$ cat src/rtl/adder_pkg.sv
`default_nettype none
// ============================================================================
//  Module  : adder_pkg
//  Purpose : Shared types and the prefix-cell operator for the Kogge-Stone
//            adder datapath.
//  Rev     : 1.0  initial release
// ============================================================================
package adder_pkg;

    localparam int MAX_ADDER_WIDTH = 64;

    // Generate/propagate pair carried through every prefix level
    typedef struct packed {
        logic g;
        logic p;
    } gp_t;

    // Prefix cell: merges a higher-order group (hi) with the adjacent lower group (lo)
    function automatic gp_t gp_combine(input gp_t hi, input gp_t lo);
        gp_t w_res;
        w_res.g = hi.g | (hi.p & lo.g);
        w_res.p = hi.p & lo.p;
        return w_res;
    endfunction

endpackage
`default_nettype wire

$ cat src/rtl/prefix_level_stage.sv
`default_nettype none
// ============================================================================
//  Module  : prefix_level_stage
//  Purpose : One Kogge-Stone prefix level: combines each bit with the bit
//            DISTANCE below it, then registers the result under an enable.
//  Rev     : 1.0  initial release
// ============================================================================
module prefix_level_stage
    import adder_pkg::*;
#(
    parameter int WIDTH    = 32,
    parameter int DISTANCE = 1
) (
    input  logic             clock,
    input  logic             reset_n,
    input  logic             i_enable,
    input  gp_t  [WIDTH-1:0] i_gp,
    output gp_t  [WIDTH-1:0] o_gp
);

    gp_t [WIDTH-1:0] w_gp_next;
    gp_t [WIDTH-1:0] r_gp;

    // Bits below DISTANCE already span down to bit 0 and pass through unchanged
    always_comb begin
        w_gp_next = i_gp;
        for (int i = DISTANCE; i < WIDTH; i++) begin
            w_gp_next[i] = gp_combine(i_gp[i], i_gp[i-DISTANCE]);
        end
    end

    // Level register; holds its contents while the pipeline is stalled
    always_ff @(posedge clock or negedge reset_n) begin
        if (!reset_n) begin
            r_gp <= '0;
        end else if (i_enable) begin
            r_gp <= w_gp_next;
        end
    end

    assign o_gp = r_gp;

endmodule
`default_nettype wire

$ cat src/rtl/pipelined_prefix_adder.sv
`default_nettype none
// ============================================================================
//  Module  : pipelined_prefix_adder
//  Purpose : Pipelined Kogge-Stone adder/subtractor with valid/ready flow
//            control, carry-out and signed overflow. LEVELS+2 stages deep.
//  Rev     : 1.0  initial release
// ============================================================================
module pipelined_prefix_adder
    import adder_pkg::*;
#(
    parameter int WIDTH = 32
) (
    input  logic             clock,
    input  logic             reset_n,
    input  logic             in_valid,
    output logic             in_ready,
    input  logic [WIDTH-1:0] in_a,
    input  logic [WIDTH-1:0] in_b,
    input  logic             in_subtract,
    input  logic             in_carry,
    output logic             out_valid,
    input  logic             out_ready,
    output logic [WIDTH-1:0] out_sum,
    output logic             out_carry,
    output logic             out_overflow
);

    localparam int LEVELS = $clog2(WIDTH);
    localparam int STAGES = LEVELS + 2;

    if (WIDTH < 4 || WIDTH > MAX_ADDER_WIDTH || (WIDTH & (WIDTH - 1)) != 0) begin : g_width_check
        $error("pipelined_prefix_adder: WIDTH must be a power of two in 4..%0d", MAX_ADDER_WIDTH);
    end

    logic              w_advance;
    logic [WIDTH-1:0]  w_b_eff;
    logic              w_cin;
    gp_t  [WIDTH-1:0]  w_gp_s0;
    gp_t  [WIDTH-1:0]  w_gp_fold;
    gp_t  [WIDTH-1:0]  w_gp     [0:LEVELS];
    logic [WIDTH-1:0]  w_carry;
    logic [WIDTH-1:0]  w_sum;
    logic              w_cout;
    logic              w_ovf;
    logic              w_unused_p;

    logic [STAGES-1:0] r_valid;
    gp_t  [WIDTH-1:0]  r_gp0;
    logic [WIDTH-1:0]  r_p0     [0:LEVELS];
    logic              r_cin    [0:LEVELS];
    logic              r_a_msb  [0:LEVELS];
    logic              r_b_msb  [0:LEVELS];
    logic [WIDTH-1:0]  r_sum;
    logic              r_carry;
    logic              r_ovf;

    // One global enable: the whole pipe moves unless a result is waiting unread
    assign w_advance = out_ready | ~r_valid[STAGES-1];
    assign in_ready  = w_advance;

    // Subtraction is A + ~B + 1, so B is inverted and carry-in forced high
    assign w_b_eff = in_b ^ {WIDTH{in_subtract}};
    assign w_cin   = in_subtract | in_carry;

    // Bit-level generate/propagate of the effective operands
    always_comb begin
        for (int i = 0; i < WIDTH; i++) begin
            w_gp_s0[i].g = in_a[i] & w_b_eff[i];
            w_gp_s0[i].p = in_a[i] ^ w_b_eff[i];
        end
    end

    // Valid shift chain; bubbles travel with the data so order is preserved
    always_ff @(posedge clock or negedge reset_n) begin
        if (!reset_n) begin
            r_valid <= '0;
        end else if (w_advance) begin
            r_valid <= {r_valid[STAGES-2:0], in_valid};
        end
    end

    // S0 register plus the side data (raw propagate, carry-in, MSBs) that rides alongside the prefix levels
    always_ff @(posedge clock or negedge reset_n) begin
        if (!reset_n) begin
            r_gp0 <= '0;
            for (int k = 0; k <= LEVELS; k++) begin
                r_p0[k]    <= '0;
                r_cin[k]   <= 1'b0;
                r_a_msb[k] <= 1'b0;
                r_b_msb[k] <= 1'b0;
            end
        end else if (w_advance) begin
            r_gp0      <= w_gp_s0;
            r_p0[0]    <= in_a ^ w_b_eff;
            r_cin[0]   <= w_cin;
            r_a_msb[0] <= in_a[WIDTH-1];
            r_b_msb[0] <= w_b_eff[WIDTH-1];
            for (int k = 1; k <= LEVELS; k++) begin
                r_p0[k]    <= r_p0[k-1];
                r_cin[k]   <= r_cin[k-1];
                r_a_msb[k] <= r_a_msb[k-1];
                r_b_msb[k] <= r_b_msb[k-1];
            end
        end
    end

    // Fold carry-in into bit 0 as a generate from position -1, so group G[i:0] becomes c_(i+1)
    always_comb begin
        w_gp_fold      = r_gp0;
        w_gp_fold[0].g = r_gp0[0].g | (r_gp0[0].p & r_cin[0]);
    end

    assign w_gp[0] = w_gp_fold;

    for (genvar k = 0; k < LEVELS; k++) begin : g_level
        prefix_level_stage #(
            .WIDTH    (WIDTH),
            .DISTANCE (1 << k)
        ) u_stage (
            .clock    (clock),
            .reset_n  (reset_n),
            .i_enable (w_advance),
            .i_gp     (w_gp[k]),
            .o_gp     (w_gp[k+1])
        );
    end

    // Carries from the completed prefix tree; group propagates are not needed past the last level
    always_comb begin
        w_carry[0] = r_cin[LEVELS];
        for (int i = 1; i < WIDTH; i++) begin
            w_carry[i] = w_gp[LEVELS][i-1].g;
        end
        w_sum  = r_p0[LEVELS] ^ w_carry;
        w_cout = w_gp[LEVELS][WIDTH-1].g;
        w_ovf  = (r_a_msb[LEVELS] == r_b_msb[LEVELS]) && (w_sum[WIDTH-1] != r_a_msb[LEVELS]);
        w_unused_p = 1'b0;
        for (int i = 0; i < WIDTH; i++) begin
            w_unused_p = w_unused_p ^ w_gp[LEVELS][i].p;
        end
    end

    // Result register; stays stable while the consumer is not ready
    always_ff @(posedge clock or negedge reset_n) begin
        if (!reset_n) begin
            r_sum   <= '0;
            r_carry <= 1'b0;
            r_ovf   <= 1'b0;
        end else if (w_advance) begin
            r_sum   <= w_sum;
            r_carry <= w_cout;
            r_ovf   <= w_ovf;
        end
    end

    assign out_valid    = r_valid[STAGES-1];
    assign out_sum      = r_sum;
    assign out_carry    = r_carry;
    assign out_overflow = r_ovf;

endmodule
`default_nettype wire

$ cat config.mk
export PLATFORM = sky130hd
export DESIGN_NAME = pipelined_prefix_adder
export DESIGN_NICKNAME = d
export VERILOG_FILES = /design/src/rtl/adder_pkg.sv /design/src/rtl/prefix_level_stage.sv /design/src/rtl/pipelined_prefix_adder.sv
export SDC_FILE = /design/constraint.sdc
export NUM_CORES = 1
export LEC_CHECK = 0
export ABC_AREA = 1
export CAP_MARGIN = 20
export CORE_MARGIN = 3
export CORE_UTILIZATION = 35
export CTS_CLUSTER_DIAMETER = 30
export CTS_CLUSTER_SIZE = 20
export DETAILED_ROUTE_END_ITERATION = 16
export PLACE_DENSITY = 0.53
export SETUP_SLACK_MARGIN = 0.5
export SLEW_MARGIN = 20
export SYNTH_ARGS = -nofsm -noshare
export SYNTH_HDL_FRONTEND = slang
export SYNTH_SLANG_ARGS = --single-unit
$ cat constraint.sdc
create_clock -name clock -period 4 [get_ports clock]
set_clock_uncertainty 0.15 [all_clocks]
set_input_delay 0.8 -clock clock [delete_from_list [all_inputs] [get_ports clock]]
set_output_delay 0.8 -clock clock [all_outputs]
set_load 0.005 [all_outputs]
==> qor.csv, run 1 <==
metric;value;unit
asyncSetResetFlopFracSynth;1.000;
synth_enable_flop_cells;0;
synthMuxAreaShare;0;
worstSetupStartpointType;primary input;
rows;90;
pins_over_slew_limit;0;
comb_power_share;0.194;
count_of_boundary_i_o_pins;106;
num_vias;15500;
synth_compound_gate_area_share;0.1124;
yosys_warnings;0;
routedWlPerCell;15.76;um
synthAdderAreaFrac;0.01852;
timing.final.crit_period;2.984;ns
number_of_buffers_inserted_during_clock_tree_synthesis;116;
crit_path_frequent_cell;clkdlybuf4s50_1;
post_route_cells_drive_above_1_share;0.09921;
gr-usage-met2;0.2572;
total_power;23.43;mW
largest_net_degree_at_the_start_of_global_routing;247;
seq_power_share;0.396;
cts.clk_slew.worst_paths;0.04;ns
final.period_utilization;0.7460;
crit_path_cell_trace;clkdlybuf4s50_1 -> inv_1 -> nand2_8 -> clkdlybuf4s50_1;
met3_usage;0.03121;
power-per-cell-area;852.1;nW/um2
postSynth.topFlopCell;dfrtp_1;
first_global_vias;15820;
switching_share;0.3167;
synth.top_cell.area_share;0.6263;
mappedNetlistArea;21620;um2
ctsLongestPathBuffers;3;
avgSynthCellArea;9.514;um2
fmax;0.3351;GHz
power_frac_clock;0.410;
cts_num_sinks;541;
synth_top_family_by_area;simple AND/OR/NAND/NOR gates;
critical_path_peak_fanout;3;
die_h;254.5;um
hold_buffers;0;
cts.repair_timing.setup_buffer_count;0;
groute.usage.overall;0.1656;
rsz_0062_raised_after_global_routing;no;
cts-htree-levels;3;
drt_first_iter_violations;1109;
cellLeakagePower;13.15;nW
coreArea;60700;um2
outcome;finished, final reports clean;
p_int;16.01;mW
synth.top_cells.by_area;dfrtp_1, nand2_1, o21ai_0, a21oi_1, inv_1;
finalNetCount;2521;
detail_route.drc_violations;0;
yosys.cell_types.count;21;
cp.required;3.05;ns
antenna_found_initial;0;
top_usage_layer;met2;
setup_total_negative_slack;0;ns
grt_pass1_wl;85640;um
max-slew-margin-rel;0.2779;
totalWireLength;52030;um
drt.antenna.violating_nets;0;
ir_drop;0.4279;mV
clock_latency;0.66;ns
overflow_left_after_global_routing;0;
critical-path-slowest-cell;clkdlybuf4s50_1;
timing.critical_path.slowest_cell_delay;0.53;ns
final_core_utilization;0.4529;
post_cts_resized;0;
most_used_standard_cells_in_the_synthesized_netlist;nand2_1, dfrtp_1, o21ai_0, a21oi_1, inv_1;
dp_hpwl;33950;um
floorplan.die_area;64780;um2
synth.ff_latch_count;541;
drt-vias-per-instance;4.695;
timing_worst_slew_pin_value;1.083;ns
synth-xor-area-share;0.02512;
dieWidth;254.5;um
drv.max_cap_violation_count;0;
total_iterations_of_the_first_detailed_routing_run;5;
total_switching_power;7.418;mW
synth.net_count;2374;
worstPathArrival;2.03;ns
synth.largest_area_cell;dfrtp_1;
areaGrowthSynthToFinish;27.18;%
kind_of_path_behind_the_tightest_hold_check;primary input to asynchronous set/reset pin;
port_buffers;105;
critPathKind;primary input to primary output;
timing.critical_path.to_type;primary output;
final_report_setup_violation_count;0;
synth_simple_gate_area_share;0.1660;
finalHoldViolCount;0;
cts_tree;yes;
gp_routability_congestion;0.7807;
initial_utilization;0.3561;
synthesis.instances;2272;
yosysMostFrequentCell;nand2_1;
clock_root_buffer_master;clkbuf_16;
antenna_cells;0;
synth-seq-area-share;0.6263;
globalRouteMet1Util;0.2339;
kinds of logic (layout without fill, tap and decap cells):
| kind of cell | Yosys count | count (layout) |
|---|---|---|
| compound gates | 471 | 471 |
| xor+xnor | 62 | 62 |
| simple gates | 936 | 936 |
| flops | 541 | 541 |
| buf+inv | 230 | 478 |
| fa+ha+maj | 32 | 32 |
sequential cells by signal, summed over array words and instances, names as in the netlist, 6 cells and up:
name                  cells
g_level.u_stage.o_gp    258
out_sum                  32
r_a_msb                   6
r_b_msb                   6
r_cin                     6
r_gp0                    33
r_p0                    191
r_valid                   7
worst max-delay path, delay by kind of cell:
kind                   cells  cell delay [ns]
AND/OR/NAND/NOR            1             0.09
buffers and inverters      3             1.15
power groups by stage:
stage / Sequential, mW / Clock, mW / Combinational [mW]
after floorplan: 8.72 / 0 / 3.16
after global placement: 9.31 / 0 / 4.50
after detailed placement: 9.36 / 0 / 4.61
after CTS: 9.31 / 9.80 / 4.65
after global routing: 9.57 / 10.1 / 5.30
final: 9.28 / 9.61 / 4.53
through the flow:
| stage | worst slack [ns] | area (um2) | instances | hold WS [ns] |
|---|---|---|---|---|
| CTS | 1.004 | 27490 | 3302 | 0.1205 |
| finish | 1.016 | 27490 | 3302 | 0.1013 |
| floorplan | 1.672 | 21620 | 2272 | 0.2698 |
| global placement | 1.001 | 23430 | 3083 | 0.2868 |
| detailed placement | 1.009 | 23430 | 3083 | 0.2842 |
| global route | 0.9692 | 27490 | 3302 | 0.1513 |
path summary, 6_finish.rpt:
kind	to	cells after the start	slack, ns	from
setup / recovery	in_ready	4	1.02	out_ready
hold / removal	r_p0[13]	1	0.10	reset_n
setup reg to reg	g_level[1].u_stage.o_gp[47]	4	1.95	r_valid[6]
hold reg to reg	r_valid[6]	2	0.29	r_valid[5]
max in group asynchronous	r_p0[126]	2	2.65	reset_n
min in group clock	r_valid[6]	2	0.29	r_valid[5]
cells in the final DEF, fill, tap and decap left out, types with 6 or more instances in the layout:
master,count
a21oi_1,128
buf_12,12
buf_4,31
bufinv_16,12
clkbuf_1,17
clkbuf_16,118
clkbuf_8,22
clkdlybuf4s50_1,103
clkinv_2,27
clkinv_4,7
clkinvlp_4,6
dfrtp_1,541
ha_1,32
inv_1,110
inv_6,6
nand2_1,881
nand3_1,51
o21ai_0,306
o22ai_1,16
o31ai_1,20
xnor2_1,30
xor2_1,32
per-layer routing:
| layer | vias up | part of all wire |
|---|---|---|
| met5 | - | 0 |
| met4 | 0 | 0.019 |
| met3 | 74 | 0.044 |
| met2 | 297 | 0.46 |
| met1 | 7462 | 0.48 |
| li1 | 7671 | - |
area by class of cell:
class | instances | area [um2]
multi-input combinational | 1501 | 6973
fill | 5835 | 33210
timing repair buffer | 148 | 1524
clock inverter | 62 | 740.7
sequential | 541 | 13540
tap | 782 | 978.4
inverter | 111 | 416.7
clock buffer | 157 | 3319
No activity file was read; power rests on OpenSTA's default activity.
==> inputs of run 2 (changes only) <==
- clock period: 4 -> 3.04 ns (I/O delays scaled with it)
==> qor.csv, run 2 (synthesis gave the netlist of run 1 again) <==
metric;value;unit;change
critical_path_peak_fanout;5;;was 3
drt_first_iter_violations;965;;was 1109
dieWidth;254.5;um;unchanged
post_route_cells_drive_above_1_share;0.09556;;was 0.09921
antenna_found_initial;0;;unchanged
pins_over_slew_limit;0;;unchanged
max-slew-margin-rel;0.4757;;was 0.2779
critPathKind;register to primary output;;was primary input to primary output
clock_latency;0.65;ns;was 0.66 ns
dpl_worst_slack;0.4181;ns;was 1.009 ns
worstSetupStartpointType;register;;was primary input
finalHoldViolCount;0;;unchanged
kind_of_path_behind_the_tightest_hold_check;register to register;;was primary input to asynchronous set/reset pin
coreArea;60700;um2;unchanged
fin_area;27400;um2;was 27490 um2
groute.usage.overall;0.1632;;was 0.1656
gp_routability_congestion;0.7815;;was 0.7807
ctsLongestPathBuffers;3;;unchanged
dp_hpwl;34460;um;was 33950 um
dpl_cell_area;23550;um2;was 23430 um2
final.hold.worst_slack;0.3038;ns;was 0.1013 ns
final_core_utilization;0.4515;;was 0.4529
initial_utilization;0.3561;;unchanged
outcome;finished, final reports clean;;unchanged
fmax;0.4064;GHz;
overflow_left_after_global_routing;0;;unchanged
worstPathArrival;1.70;ns;was 2.03 ns
final_common_cell;nand2_1;;unchanged
routedWlPerCell;15.61;um;was 15.76 um
clock_root_buffer_master;clkbuf_16;;unchanged
first_global_vias;15610;;was 15.82k
drt-vias-per-instance;4.672;;was 4.695
num_vias;15340;;was 15.50k
cts_num_sinks;541;;unchanged
port_buffers;105;;unchanged
finalNetCount;2516;;was 2521
finalWorstSetupSlack;0.5793;ns;was 1.016 ns
cts_tree;yes;;unchanged
finalNonFillerCells;3283;;was 3302
largest_register_ffs;258;;unchanged
areaGrowthSynthToFinish;26.77;%;was 27.18%
count_of_boundary_i_o_pins;106;;unchanged
drv.max_cap_violation_count;0;;unchanged
cellLeakagePower;13.06;nW;was 13.15 nW
timing_worst_slew_pin_value;0.7864;ns;was 1.083 ns
power-per-cell-area;1110;nW/um2;was 852.1 nW/um2
place.detailed.instances;3085;;was 3083
cts.clk_slew.worst_paths;0.05;ns;was 0.04 ns
rows;90;;unchanged
timing.critical_path.to_type;primary output;;unchanged
total_power;30.42;mW;was 23.43 mW
timing.final.crit_period;2.461;ns;
final.period_utilization;0.8094;;
cp.required;2.28;ns;was 3.05 ns
largest_net_degree_at_the_start_of_global_routing;190;;was 247
number_of_buffers_inserted_during_clock_tree_synthesis;108;;was 116
mostFrequentLayoutCells;nand2_1, dfrtp_1, o21ai_0;;unchanged
die_h;254.5;um;unchanged
cts-htree-levels;3;;unchanged
rsz_0062_raised_after_global_routing;no;;unchanged
setup_total_negative_slack;0;ns;unchanged
total_iterations_of_the_first_detailed_routing_run;5;;unchanged
final_report_setup_violation_count;0;;unchanged
detail_route.drc_violations;0;;unchanged
antenna_cells;0;;unchanged
totalWireLength;51250;um;was 52030 um
ir_drop;0.5461;mV;was 0.4279 mV
drt.antenna.violating_nets;0;;unchanged
grt_pass1_wl;84360;um;was 85640 um
floorplan.die_area;64780;um2;unchanged
[run 2: worst paths after layout]
check | endpoint | cells after the start | startpoint | slack, ns
hold reg to reg | r_valid[6] | 2 | r_valid[5] | 0.30
max in group asynchronous | r_gp0[33] | 3 | reset_n | 1.53
setup reg to reg | g_level[4].u_stage.o_gp[63] | 4 | r_valid[6] | 1.22
hold / removal | r_valid[6] | 2 | r_valid[5] | 0.30
min in group asynchronous | out_sum[24] | 2 | reset_n | 0.42
setup / recovery | in_ready | 2 | r_valid[6] | 0.58
[run 2: per-layer routing]
metal	global-route usage	routed length [um]	share of wire	up-vias
met3	0.02927	1953	0.038	67
li1	-	-	-	7657
met5	0	0	0	-
met4	0.05423	986	0.019	0
met1	0.2364	25190	0.49	7346
met2	0.2487	23120	0.45	267
[run 2: final cells by class]
type                    count  area (um2)
repair buffers            151        1648
well taps                 782       978.4
inverters                 111       416.7
clock inverters            61       859.6
fillers                  5705       33290
multi-input cells        1501        6973
clock buffers             136        2988
flip-flops and latches    541       13540
[run 2: critical path: stages (launching register included)]
cell,delay (ns)
dfrtp_2,0.45
nand2_8,0.11
clkdlybuf4s50_1,0.50
[run 2: report_power, final]
| group | switching [mW] | internal [mW] | total [mW] |
|---|---|---|---|
| Combinational | 3.56 | 2.44 | 6.01 |
| Sequential | 2.20 | 10.1 | 12.3 |
| Clock | 3.92 | 8.24 | 12.2 |
| Total | 9.68 | 20.7 | 30.4 |
[run 2: what timing repair did]
item	in CTS	in global routing
endpoints found under the hold margin	51	0
gates resized for setup	2	1
setup endpoints to repair	1	1
gates cloned	0	0
setup buffers	0	0
hold buffers	1	0
pin swaps	0	0
==> inputs of run 3 (changes only) <==
- clock period: 3.04 -> 2.5 ns (I/O delays scaled with it)
==> qor.csv, run 3 (synthesis gave the netlist of run 1 again) <==
metric;value;unit;change
place.detailed.instances;3076;;was 3085
critical-path-slowest-cell;dfrtp_2;;was clkdlybuf4s50_1
timing.critical_path.buf_inv;2;;was 1
total_switching_power;11.49;mW;was 9.678 mW
port_buffers;105;;unchanged
count_of_boundary_i_o_pins;106;;unchanged
routedWlPerCell;15.68;um;was 15.61 um
totalWireLength;51460;um;was 51250 um
final_common_cell;nand2_1;;unchanged
clock_root_buffer_master;clkbuf_16;;unchanged
timing.final.crit_period;1.946;ns;
first_global_vias;15680;;was 15.61k
cp.required;1.85;ns;was 2.28 ns
switching_share;0.3188;;was 0.3182
seq_power_share;0.411;;was 0.403
antenna_found_initial;0;;unchanged
crit_path_cell_trace;buf_6 -> nand2_8 -> buf_6;;was nand2_8 -> clkdlybuf4s50_1
worstPathArrival;1.30;ns;was 1.70 ns
mostFrequentLayoutCells;nand2_1, dfrtp_1, o21ai_0;;unchanged
clock_latency;0.64;ns;was 0.65 ns
fmax;0.5139;GHz;
grt_pass1_wl;85030;um;was 84360 um
rsz_0062_raised_after_global_routing;no;;unchanged
cellLeakagePower;13.06;nW;about the same
timing.critical_path.slowest_cell_delay;0.40;ns;was 0.50 ns
setup_total_negative_slack;0;ns;unchanged
regToRegStartpoint;r_valid[6];;unchanged
final_report_setup_violation_count;0;;unchanged
die_h;254.5;um;unchanged
outcome;finished, final reports clean;;unchanged
drt.antenna.violating_nets;0;;unchanged
cts.clk_slew.worst_paths;0.05;ns;about the same
initial_utilization;0.3561;;unchanged
post_route_cells_drive_above_1_share;0.09440;;was 0.09556
finalNonFillerCells;3282;;was 3283
largest_net_degree_at_the_start_of_global_routing;152;;was 190
cts_tree;yes;;unchanged
dieWidth;254.5;um;unchanged
drv.max_cap_violation_count;0;;unchanged
power_frac_clock;0.390;;was 0.400
coreArea;60700;um2;unchanged
total_iterations_of_the_first_detailed_routing_run;5;;unchanged
dp_hpwl;34350;um;was 34460 um
worst_path_dominant_cell_family;flip-flops;;was buffers and inverters
critPathKind;register to primary output;;unchanged
finalHoldViolCount;0;;unchanged
p_int;24.55;mW;was 20.74 mW
power-per-cell-area;1328;nW/um2;was 1110 nW/um2
gp_routability_congestion;0.7810;;was 0.7815
critical_path_peak_fanout;2;;was 5
worstSetupStartpointType;register;;unchanged
floorplan.die_area;64780;um2;unchanged
detail_route.drc_violations;0;;unchanged
groute.usage.overall;0.1638;;was 0.1632
cts-htree-levels;3;;unchanged
areaGrowthSynthToFinish;25.52;%;was 26.77%
pins_over_slew_limit;0;;unchanged
num_vias;15380;;was 15.34k
crit_path_frequent_cell;buf_6;;
finalNetCount;2513;;was 2516
antenna_cells;0;;unchanged
final.period_utilization;0.7784;;
drt_first_iter_violations;900;;was 965
timing.critical_path.to_type;primary output;;unchanged
overflow_left_after_global_routing;0;;unchanged
layout.filler_cells;5820;;was 5705
drt-vias-per-instance;4.686;;was 4.672
largest_register_ffs;258;;unchanged
max-slew-margin-rel;0.5817;;was 0.4757
timing_worst_slew_pin_value;0.6274;ns;was 0.7864 ns
worst_setup_path_startpoint;r_valid[6];;unchanged
cts_num_sinks;541;;unchanged
rows;90;;unchanged
ir_drop;0.5961;mV;was 0.5461 mV
comb_power_share;0.199;;was 0.197
number_of_buffers_inserted_during_clock_tree_synthesis;110;;was 108
kind_of_path_behind_the_tightest_hold_check;primary input to asynchronous set/reset pin;;was register to register
ctsLongestPathBuffers;3;;unchanged
## run 3: cell count changes in the layout (fill, tap and decap cells not counted), sizes merged
cell           delta
clkdlybuf4s50    -35
bufinv            -8
clkinv            +2
clkbuf           +19
buf               -4
inv               -4
clkinvlp          -4
dlygate4sd2      +33
## run 3: area by class of cell
| type | instances | area [um2] | share of cell area |
|---|---|---|---|
| Clock buffer | 154 | 3218 | 0.1186 |
| Clock inverter | 47 | 461.7 | 0.01702 |
| Inverter | 111 | 416.7 | 0.01536 |
| Multi-Input combinational cell | 1501 | 6973 | 0.2570 |
| Sequential cell | 541 | 13540 | 0.4991 |
| Tap cell | 782 | 978.4 | 0.03606 |
| Timing Repair Buffer | 146 | 1544 | 0.05691 |
## run 3: path summary, 6_finish.rpt
check                                                    to  slack (ns)  cells past startpoint
worst max-delay path                               in_ready        0.55                      3
max in group asynchronous       g_level[0].u_stage.o_gp[12]        1.18                      3
worst max register to register  g_level[0].u_stage.o_gp[22]        0.64                      7
worst min register to register                   r_valid[6]        0.29                      2
min in group clock                                 r_cin[5]        0.29                      4
worst min-delay path            g_level[4].u_stage.o_gp[57]        0.19                      2
## run 3: metal layers
layer	global-route usage	part of all wire	up-vias
met5	0	0	-
met3	0.03029	0.044	62
li1	-	-	7637
met2	0.2517	0.45	290
met4	0.05390	0.020	0
met1	0.2350	0.48	7392
## run 3: metrics by stage
stage          setup WS [ns]  area [um2]  hold WS (ns)  power (mW)    util
2_1_floorplan         0.7468       21620       0.05441       19.01       -
3_3_place_gp          0.1275       23450        0.2464       22.17  0.3864
3_5_place_dp          0.1768       23450        0.2456       22.40  0.3864
4_1_cts               0.4077       27140        0.1529       36.56  0.4471
5_1_grt               0.5017       27130        0.1926       38.46  0.4470
6_report              0.5541       27130        0.1892       36.03  0.4470
## run 3: power groups by stage
| stage | combinational, mW | sequential (mW) | clock [mW] |
|---|---|---|---|
| 2_1_floorplan | 5.06 | 14.0 | 0 |
| 3_3_place_gp | 7.28 | 14.9 | 0 |
| 3_5_place_dp | 7.45 | 15.0 | 0 |
| 4_1_cts | 7.38 | 14.8 | 14.3 |
| 5_1_grt | 8.40 | 15.3 | 14.8 |
| 6_report | 7.18 | 14.8 | 14.1 |
## run 3: what timing repair did
| action | in CTS | in global routing |
|---|---|---|
| endpoints found under the hold margin | 107 | 0 |
| setup buffers | 4 | 0 |
| hold buffers | 1 | 0 |
| pin swaps | 0 | 0 |
| gates resized for setup | 43 | 2 |
| setup endpoints to repair | 36 | 1 |
